File: src/rtl/alu_seq_unit_if.sv
// Command and result bus of alu_seq_unit: the master issues commands, the slave is the ALU.
interface alu_seq_unit_if #(
    parameter int WIDTH = 16
);
    logic             cmd_valid;
    logic             cmd_ready;
    logic [3:0]       cmd;
    logic [3:0]       op;
    logic [WIDTH-1:0] a;
    logic [WIDTH-1:0] b;
    logic [7:0]       flags_in;
    logic             c_we;
    logic [WIDTH-1:0] c_data;
    logic             f_we;
    logic [7:0]       f_data;
    logic             busy;

    modport master (
        output cmd_valid, cmd, op, a, b, flags_in,
        input  cmd_ready, c_we, c_data, f_we, f_data, busy
    );

    modport slave (
        input  cmd_valid, cmd, op, a, b, flags_in,
        output cmd_ready, c_we, c_data, f_we, f_data, busy
    );
endinterface

File: src/rtl/alu_seq_unit.sv
// Command-driven sequential ALU with C/F register-file write strobes.
// Define ALU_BARREL_SHIFT_EN for single-cycle shifts; otherwise shifts iterate one bit per cycle.
module alu_seq_unit #(
    parameter int WIDTH      = 16,
    parameter int SIGNED_CMP = 0
) (
    input  logic          clk,
    input  logic          reset,
    alu_seq_unit_if.slave bus
);
    localparam int SW = $clog2(WIDTH);

    localparam logic [3:0] OP_ADD = 4'h0, OP_ADC = 4'h1, OP_SUB = 4'h2, OP_SBB = 4'h3;
    localparam logic [3:0] OP_CMP = 4'h4, OP_INC = 4'h5, OP_DEC = 4'h6, OP_NAND = 4'h7;
    localparam logic [3:0] OP_AND = 4'h8, OP_OR = 4'h9, OP_NOR = 4'hA, OP_XOR = 4'hB;
    localparam logic [3:0] OP_LSH = 4'hC, OP_RSH = 4'hD, OP_ROL = 4'hE, OP_ROR = 4'hF;
    localparam logic [3:0] CMD_NOP = 4'd0, CMD_LATCHOP = 4'd1, CMD_WRITEC = 4'd2, CMD_WRITEF = 4'd3;

    logic [WIDTH-1:0] result_reg;
    logic             result_valid_reg;
    logic [7:0]       flags_reg;
    logic             c_we_reg;
    logic [WIDTH-1:0] c_data_reg;
    logic             f_we_reg;
    logic [7:0]       f_data_reg;

    logic [WIDTH:0]   arith;
    logic [WIDTH-1:0] res_c;
    logic             carry_c, borrow_c, eq_c, gt_c, lt_c;
    logic [SW-1:0]    amt;
    logic             is_shift;

    assign amt      = bus.b[SW-1:0];
    assign is_shift = (bus.op[3:2] == 2'b11);

    always_comb begin
        eq_c = (bus.a == bus.b);
        if (SIGNED_CMP != 0) begin
            gt_c = ($signed(bus.a) > $signed(bus.b));
            lt_c = ($signed(bus.a) < $signed(bus.b));
        end else begin
            gt_c = (bus.a > bus.b);
            lt_c = (bus.a < bus.b);
        end
    end

`ifdef ALU_BARREL_SHIFT_EN
    // The extra bit beyond the data word captures the last bit shifted out.
    logic [WIDTH:0]     lsh_ext, rsh_ext;
    logic [2*WIDTH-1:0] rol_ext, ror_ext;
    assign lsh_ext = {1'b0, bus.a} << amt;
    assign rsh_ext = {bus.a, 1'b0} >> amt;
    assign rol_ext = {bus.a, bus.a} << amt;
    assign ror_ext = {bus.a, bus.a} >> amt;
`endif

    always_comb begin
        arith    = '0;
        res_c    = '0;
        carry_c  = 1'b0;
        borrow_c = 1'b0;
        case (bus.op)
            OP_ADD: begin
                arith   = {1'b0, bus.a} + {1'b0, bus.b};
                res_c   = arith[WIDTH-1:0];
                carry_c = arith[WIDTH];
            end
            OP_ADC: begin
                arith   = {1'b0, bus.a} + {1'b0, bus.b} + {{WIDTH{1'b0}}, bus.flags_in[0]};
                res_c   = arith[WIDTH-1:0];
                carry_c = arith[WIDTH];
            end
            OP_SUB, OP_CMP: begin
                arith    = {1'b0, bus.a} - {1'b0, bus.b};
                res_c    = arith[WIDTH-1:0];
                borrow_c = arith[WIDTH];
            end
            OP_SBB: begin
                arith    = {1'b0, bus.a} - {1'b0, bus.b} - {{WIDTH{1'b0}}, bus.flags_in[5]};
                res_c    = arith[WIDTH-1:0];
                borrow_c = arith[WIDTH];
            end
            OP_INC: begin
                arith   = {1'b0, bus.a} + {{WIDTH{1'b0}}, 1'b1};
                res_c   = arith[WIDTH-1:0];
                carry_c = arith[WIDTH];
            end
            OP_DEC: begin
                arith    = {1'b0, bus.a} - {{WIDTH{1'b0}}, 1'b1};
                res_c    = arith[WIDTH-1:0];
                borrow_c = (bus.a == '0);
            end
            OP_NAND: res_c = ~(bus.a & bus.b);
            OP_AND:  res_c = bus.a & bus.b;
            OP_OR:   res_c = bus.a | bus.b;
            OP_NOR:  res_c = ~(bus.a | bus.b);
            OP_XOR:  res_c = bus.a ^ bus.b;
            OP_LSH, OP_RSH, OP_ROL, OP_ROR: begin
`ifdef ALU_BARREL_SHIFT_EN
                case (bus.op[1:0])
                    2'b00: {carry_c, res_c} = lsh_ext;
                    2'b01: {res_c, carry_c} = rsh_ext;
                    2'b10: begin
                        res_c   = rol_ext[2*WIDTH-1:WIDTH];
                        carry_c = (amt != '0) & res_c[0];
                    end
                    default: begin
                        res_c   = ror_ext[WIDTH-1:0];
                        carry_c = (amt != '0) & res_c[WIDTH-1];
                    end
                endcase
`else
                // Only zero-amount shifts complete here; the rest go through SHIFT.
                res_c = bus.a;
`endif
            end
            default: res_c = '0;
        endcase
    end

`ifndef ALU_BARREL_SHIFT_EN
    typedef enum logic {IDLE, SHIFT} state_t;

    state_t           state_reg;
    logic [WIDTH-1:0] sh_reg;
    logic [1:0]       sh_op_reg;
    logic [SW-1:0]    cnt_reg;
    logic [2:0]       cmp_reg;
    logic [WIDTH-1:0] step_res;
    logic             step_c;

    always_comb begin
        step_res = sh_reg;
        step_c   = 1'b0;
        case (sh_op_reg)
            2'b00: begin step_res = {sh_reg[WIDTH-2:0], 1'b0};         step_c = sh_reg[WIDTH-1]; end
            2'b01: begin step_res = {1'b0, sh_reg[WIDTH-1:1]};         step_c = sh_reg[0];       end
            2'b10: begin step_res = {sh_reg[WIDTH-2:0], sh_reg[WIDTH-1]}; step_c = sh_reg[WIDTH-1]; end
            default: begin step_res = {sh_reg[0], sh_reg[WIDTH-1:1]};  step_c = sh_reg[0];       end
        endcase
    end

    assign bus.cmd_ready = (state_reg == IDLE);
    assign bus.busy      = (state_reg == SHIFT);
`else
    assign bus.cmd_ready = 1'b1;
    assign bus.busy      = 1'b0;
`endif

    always_ff @(posedge clk or posedge reset) begin
        if (reset) begin
            result_reg       <= '0;
            result_valid_reg <= 1'b0;
            flags_reg        <= '0;
            c_we_reg         <= 1'b0;
            c_data_reg       <= '0;
            f_we_reg         <= 1'b0;
            f_data_reg       <= '0;
`ifndef ALU_BARREL_SHIFT_EN
            state_reg        <= IDLE;
            sh_reg           <= '0;
            sh_op_reg        <= '0;
            cnt_reg          <= '0;
            cmp_reg          <= '0;
`endif
        end else begin
            c_we_reg <= 1'b0;
            f_we_reg <= 1'b0;
`ifndef ALU_BARREL_SHIFT_EN
            if (state_reg == SHIFT) begin
                sh_reg  <= step_res;
                cnt_reg <= cnt_reg - SW'(1);
                if (cnt_reg == SW'(1)) begin
                    state_reg        <= IDLE;
                    result_reg       <= step_res;
                    result_valid_reg <= 1'b1;
                    flags_reg        <= {3'b000, cmp_reg, (step_res == '0), step_c};
                end
            end else
`endif
            if (bus.cmd_valid) begin
                case (bus.cmd)
                    CMD_NOP: ;
                    CMD_LATCHOP: begin
`ifndef ALU_BARREL_SHIFT_EN
                        if (is_shift && (amt != '0)) begin
                            state_reg <= SHIFT;
                            sh_reg    <= bus.a;
                            sh_op_reg <= bus.op[1:0];
                            cnt_reg   <= amt;
                            cmp_reg   <= {lt_c, gt_c, eq_c};
                        end else
`endif
                        if (bus.op == OP_CMP) begin
                            // Zero reflects a-b; the error bit survives a compare.
                            flags_reg <= {flags_reg[7], 1'b0, borrow_c, lt_c, gt_c, eq_c,
                                          (res_c == '0), 1'b0};
                        end else begin
                            result_reg       <= res_c;
                            result_valid_reg <= 1'b1;
                            flags_reg        <= {2'b00, borrow_c, lt_c, gt_c, eq_c,
                                                 (res_c == '0), carry_c};
                        end
                    end
                    CMD_WRITEC: begin
                        if (result_valid_reg) begin
                            c_we_reg   <= 1'b1;
                            c_data_reg <= result_reg;
                        end else begin
                            flags_reg[7] <= 1'b1;
                        end
                    end
                    CMD_WRITEF: begin
                        f_we_reg   <= 1'b1;
                        f_data_reg <= flags_reg;
                    end
                    default: flags_reg[7] <= 1'b1;
                endcase
            end
        end
    end

    assign bus.c_we   = c_we_reg;
    assign bus.c_data = c_data_reg;
    assign bus.f_we   = f_we_reg;
    assign bus.f_data = f_data_reg;
endmodule

File: src/flat_wrapper.sv
// flat-port wrapper written by rule: the top's interface ports become plain ports
module alu_seq_unit_flat 
#(
    parameter int WIDTH      = 16,
    parameter int SIGNED_CMP = 0
)
  (clk, reset, bus_cmd_valid, bus_cmd, bus_op, bus_a, bus_b, bus_flags_in, bus_cmd_ready, bus_c_we, bus_c_data, bus_f_we, bus_f_data, bus_busy);
  alu_seq_unit_if #(.WIDTH(WIDTH)) bus_i ();
  input  logic clk;
  input  logic reset;
  input wire logic [$bits(bus_i.cmd_valid)-1:0] bus_cmd_valid;
  input wire logic [$bits(bus_i.cmd)-1:0] bus_cmd;
  input wire logic [$bits(bus_i.op)-1:0] bus_op;
  input wire logic [$bits(bus_i.a)-1:0] bus_a;
  input wire logic [$bits(bus_i.b)-1:0] bus_b;
  input wire logic [$bits(bus_i.flags_in)-1:0] bus_flags_in;
  output wire logic [$bits(bus_i.cmd_ready)-1:0] bus_cmd_ready;
  output wire logic [$bits(bus_i.c_we)-1:0] bus_c_we;
  output wire logic [$bits(bus_i.c_data)-1:0] bus_c_data;
  output wire logic [$bits(bus_i.f_we)-1:0] bus_f_we;
  output wire logic [$bits(bus_i.f_data)-1:0] bus_f_data;
  output wire logic [$bits(bus_i.busy)-1:0] bus_busy;
  assign bus_i.cmd_valid = bus_cmd_valid;
  assign bus_i.cmd = bus_cmd;
  assign bus_i.op = bus_op;
  assign bus_i.a = bus_a;
  assign bus_i.b = bus_b;
  assign bus_i.flags_in = bus_flags_in;
  assign bus_cmd_ready = bus_i.cmd_ready;
  assign bus_c_we = bus_i.c_we;
  assign bus_c_data = bus_i.c_data;
  assign bus_f_we = bus_i.f_we;
  assign bus_f_data = bus_i.f_data;
  assign bus_busy = bus_i.busy;
  alu_seq_unit #(.WIDTH(WIDTH), .SIGNED_CMP(SIGNED_CMP)) u_core (.clk(clk), .reset(reset), .bus(bus_i));
endmodule
File: config.mk
export PLATFORM = sky130hd
export DESIGN_NAME = alu_seq_unit_flat
export DESIGN_NICKNAME = d
export VERILOG_FILES = /design/src/rtl/alu_seq_unit_if.sv /design/src/rtl/alu_seq_unit.sv /design/src/flat_wrapper.sv
export SDC_FILE = /design/constraint.sdc
export NUM_CORES = 1
export LEC_CHECK = 0
export ABC_CLOCK_PERIOD_IN_PS = 6700
export CAP_MARGIN = 15
export CORE_UTILIZATION = 60
export CTS_BUF_LIST = sky130_fd_sc_hd__clkbuf_8
export CTS_CLUSTER_SIZE = 16
export DETAILED_ROUTE_END_ITERATION = 10
export PLACE_DENSITY = 0.83
export SLEW_MARGIN = 20
export SYNTH_ARGS = -nofsm -noshare
export SYNTH_HDL_FRONTEND = slang
export SYNTH_SLANG_ARGS = --single-unit
File: constraint.sdc
create_clock -name clk -period 6.7 [get_ports clk]
set_input_delay 0.67 -clock clk [delete_from_list [all_inputs] [get_ports clk]]
set_output_delay 0.67 -clock clk [all_outputs]
set_load 0.02 [all_outputs]
== Yosys cells after proc, flatten, opt, wreduce, memory -nomap -nowiden ==
Cells that the tools add are included.

* Bits in registers: 77
* Bits of input ports: 51
* Output and inout port bits: 28
* Logic and storage cells: 125

* Add/sub/neg operators: 7
* Order comparisons: 2
* Equality and inequality tests: 30
* Mux-type cells: 45
* Bitwise gates (word level): 6
* Reductions and logical operators: 22

{| class="wikitable"
|+ Operator list
! operator !! count
|-
| $pmux W16 S12 || 1
|-
| $mux W16 || 10
|-
| $logic_not A16 Y1 || 3
|-
| $pmux W16 S3 || 1
|-
| $mux W8 || 5
|-
| $eq A4 B4 Y1 const B || 8
|-
| $not A16 Y16 || 2
|-
| $mux W1 || 20
|-
| $add A16 B1 Y17 const B || 1
|-
| $add A16 B16 Y17 || 1
|-
| $add A17 B1 Y17 || 1
|-
| $sub A16 B16 Y17 || 1
|-
| $sub A17 B1 Y17 || 1
|-
| $and A16 B16 Y16 || 1
|-
| $eq A16 B16 Y1 || 1
|-
| $eq A4 B2 Y1 const B || 4
|-
| $eq A4 B3 Y1 const B || 4
|-
| $gt A16 B16 Y1 || 1
|-
| $lt A16 B16 Y1 || 1
|-
| $mux W4 || 4
|-
| $or A16 B16 Y16 || 1
|-
| $sub A16 B1 Y16 const B || 1
|-
| $xor A16 B16 Y16 || 1
|-
| $eq A4 B1 Y1 const B || 3
|-
| 21 further kinds || 35
|}

== Depth between registers and ports, before layout ==
* Depth in word-level cells: 9
* Depth in mapped cells: 16
* Mapped depth without buffers: 15

== Least setup slack after synthesis ==
Ideal clock, no wire load.

* Path type: in2reg
* Start point: input port bus_a[5]
* End point: register u_core.flags_reg[1]
* Arrival: 4.083 ns
* Data required time: 6.624 ns
* Setup slack: 2.540 ns
* Stages: 14
* Path through: clkbuf_1 inv_1 ha_1 nor3b_1 or3_4 a2111oi_2 o31ai_1 o41a_2 or3_4 nor4_2 nor3b_1 a211o_1 a2111o_1 o21ai_1

* Cells in the longest elaborated chain, start to end: 9

{| class="wikitable"
|+ RTL lines
! item !! RTL line !! text
|-
| start: declaration || flat_wrapper.sv:14 || <nowiki>input wire logic [$bits(bus_i.a)-1:0] bus_a;</nowiki>
|-
| $sub A16 B16 Y17, or another cell as far along || alu_seq_unit.sv:74, alu_seq_unit.sv:79 ||
|-
| $sub A17 B1 Y17, or another cell as far along || alu_seq_unit.sv:79 || <nowiki>arith = {1'b0, bus.a} - {1'b0, bus.b} - {{WIDTH{1'b0}}, bus.flags_in[5]};</nowiki>
|-
| $pmux W16 S12 (*) || alu_seq_unit.sv:62 || <nowiki>case (bus.op)</nowiki>
|-
| $logic_not A16 Y1 (*) || alu_seq_unit.sv:197, alu_seq_unit.sv:202 ||
|-
| $mux W8 (*) || alu_seq_unit.sv:194 || <nowiki>if (bus.op == OP_CMP) begin</nowiki>
|-
| $mux W8 (*) || alu_seq_unit.sv:186 || <nowiki>if (is_shift && (amt != '0)) begin</nowiki>
|-
| $mux W7 (*) || alu_seq_unit.sv:182 || <nowiki>case (bus.cmd)</nowiki>
|-
| $mux W8 (*) || alu_seq_unit.sv:181 || <nowiki>if (bus.cmd_valid) begin</nowiki>
|-
| $mux W8 (*) || alu_seq_unit.sv:170 || <nowiki>if (state_reg == SHIFT) begin</nowiki>
|-
| end signal: assignment || alu_seq_unit.sv:177 || <nowiki>flags_reg <= {3'b000, cmp_reg, (step_res == '0), step_c};</nowiki>
|-
| end signal: assignment || alu_seq_unit.sv:196 || <nowiki>flags_reg <= {flags_reg[7], 1'b0, borrow_c, lt_c, gt_c, eq_c,</nowiki>
|-
| end signal: assignment || alu_seq_unit.sv:201 || <nowiki>flags_reg <= {2'b00, borrow_c, lt_c, gt_c, eq_c,</nowiki>
|-
| end: declaration || alu_seq_unit.sv:21 || <nowiki>logic [7:0] flags_reg;</nowiki>
|}

Mark *: on every way between the ends. The rest lies on a longest branch, timed or not. The select of a mux whose other input is x is not followed.
A chain may end at the register's enable or synchronous reset.

== Worst setup path after layout ==
* Start point: input port bus_a[4]
* End point: register u_core.flags_reg[1]

Same word-level chain as after synthesis.

==> reports/qor.yml <==
syn_area_um2: 8431
cap_violations: 0
cts.clk_slew.worst_paths_ns: 0.07
finClkSkew_ns: 0.005865
dpl.cell_count: 1331
power_density_nw_per_um2: 222.5
leakagePower_nw: 3.893
rsz0062_at_grt: "no"
p_int_mw: 1.203
required_ns: 6.98
start_util: 0.6267
cts_resized: 0
final_cells: 1344
max_freq_mhz: 193.7
setup_viol: 0
vias: 9293
synthTopCellsByArea: "dfrtp_1, ha_1, nand2_1, o21ai_0, a21oi_1"
ff2ff_setup_slack_ns: 3.88
power.switching_uw: 892.9
comb_power_share: 0.495
ys_seq_area_frac: 0.2226
worst_r2r_endpoint: "u_core.flags_reg[1]"
seqPwrFrac: 0.354
synthArstFlopShare: 1.000
syn_nets: 1248
postCtsHoldBufs: 0
n_antenna_cell: 0
first_global_vias: 8529
finalCritPeriodShare: 0.7705
power.total_mw: 2.096
final_area_um2: 9420
holdWs_ns: 0.4677
overflow: 0
clockPowerShare: 0.152
dr.pass1.iters: 6
wire_per_inst_um: 21.58
drtIter0Drc: 1368
ys_ff_latch: 75
fin_crit_ns: 5.162
reg2reg_depth: 10
gp_congestion: 1.051
crit_start: "bus_a[4]"
critical_path_peak_fanout: 14
chipWidth_um: 120.5
hpwl_um: 22170
yosysWarningCount: 0
ioPinCount: 79
r2r-start: "u_core.bus.busy"
cts_made_buffers: 9
cp.arrival_ns: 5.44
ys.flop_type: "dfrtp_1"
die_y_um: 120.5
yosys.area.top_type: "dfrtp_1"
grt_max_degree: 76
grt_pass1_wl_um: 45260
worstSetupStartpointType: "primary input"
rows: 42
dpl_cell_area_um2: 9251
clk_latency_ns: 0.35
htreeDepth: 3
drive_gt1_frac: 0.05908
vias_per_cell: 6.914
endpoint_kind: "flop"
synth_cell_types: 90
slew_violations: 0
tritoncts: "yes"
peakVddDrop_mv: 0.1224
switching_share: 0.4261
io_buffers: 71
fillers: 1152
ant_nets: 0
endpoint: "u_core.flags_reg[1]"
tightestPinTransition_ns: 1.158
postSynthCellCount: 1139
syn2layout_area_growth_pct: 11.74
fin_setup_tns_ns: 0
cts_root_buf: "clkbuf_8"
synthMostInstantiatedCell: "nand2_1"
cts_buffer_depth: 2
syn_avg_cell_area_um2: 7.402
hp-class: "reg2reg"
antenna_found_initial: 0
core_um2: 13450
cts.sinks: 75
dieArea_um2: 14530
post_cts_buffers: 0
ys_top_cells_by_count: "nand2_1, o21ai_0, nor2_1"
status: "complete, no violations"
globalRouteTotalUtil: 0.4039
critPathKind: "in2reg"
yosys.area.top_type_share: 0.2226
drc: 0
slew_headroom: 0.2168
wl_um: 29000
final_net_count: 1275
hold_violations: 0
synth_edf_count: 0
[cell usage in the layout, fill, tap and decap left out, types with 8 or more instances in the layout]
cell type	n
nor2b_1	13
dfrtp_1	75
xor2_1	10
o221ai_1	10
nand4_1	15
a221oi_1	12
buf_4	18
xnor2_1	34
a2111oi_0	8
clkdlybuf4s50_1	71
o21bai_1	9
inv_1	62
nand2b_1	19
a31oi_1	15
and3_1	8
nor2_1	78
o22ai_1	8
clkbuf_8	9
nand3b_1	8
nand3_1	26
nor3_1	28
ha_1	56
a21o_1	13
a21oi_1	74
a211o_1	8
o211ai_1	15
o31ai_1	16
nor4_1	14
a211oi_1	14
o21ai_0	99
nand2_1	160
mux2i_1	20
[kinds of logic (layout without fill, tap and decap cells)]
kind of cell    Yosys count  count (layout)  synth area share
xor+xnor                 44              44           0.04571
buf+inv                 138             167           0.06308
compound gates          373             373            0.2989
fa+ha+maj                58              58           0.08786
other cells               1               1         0.0004448
mux                      24              24           0.02909
simple gates            426             426            0.2523
flops                    75              75            0.2226
[final cells by class]
class                           instances  area, um2  share of cell area
Timing Repair Buffer                   89      845.8             0.08979
Inverter                               65      244.0             0.02590
Clock inverter                          4      45.04            0.004782
Sequential cell                        75       1877              0.1992
Multi-Input combinational cell        926       6065              0.6438
Clock buffer                            9      123.9             0.01315
Tap cell                              176      220.2             0.02338
[worst max-delay path: stages]
cell and delay [ns]:
clkdlybuf4s50_1 0.81, inv_1 0.22, ha_1 0.62, nand2_1 0.12
o31ai_2 0.45, a311oi_2 0.26, or4_1 0.47, o2111ai_1 0.31
nand4_1 0.31, nor3_1 0.26, a21oi_1 0.10, a211o_1 0.31
a2111o_1 0.42, o21ai_1 0.11
[metrics by stage]
step | worst slack, ns | utilization
2_1_floorplan | 2.540 | -
3_3_place_gp | 1.308 | 0.6877
3_5_place_dp | 1.336 | 0.6877
4_1_cts | 1.682 | 0.7002
5_1_grt | 1.293 | 0.7002
6_report | 1.538 | 0.7002
[layer usage]
metal	global-route usage	routed length [um]
met1	0.5273	11720
met2	0.6196	12510
met3	0.08585	3088
met4	0.2261	1686
met5	0	0
[power groups by stage]
stage	clock (mW)	sequential (mW)	combinational (mW)
after floorplan	0	0.776	0.620
after global placement	0	0.735	0.981
after detailed placement	0	0.744	1.01
after CTS	0.319	0.737	1.01
after global routing	0.338	0.759	1.13
final	0.318	0.741	1.04
[worst min path at each step]
stage	startpoint	endpoint	slack, ns	cells past startpoint
after CTS	u_core.result_reg[3]	u_core.bus.c_data[3]	0.47	2
after floorplan	u_core.result_reg[7]	u_core.bus.c_data[7]	0.43	2
after global placement	u_core.result_reg[9]	u_core.bus.c_data[9]	0.44	2
final	u_core.result_reg[7]	u_core.bus.c_data[7]	0.47	2
after global routing	u_core.result_reg[13]	u_core.bus.c_data[13]	0.48	2
after detailed placement	u_core.result_reg[13]	u_core.bus.c_data[13]	0.45	2
Power figures use the tool's default switching activity.
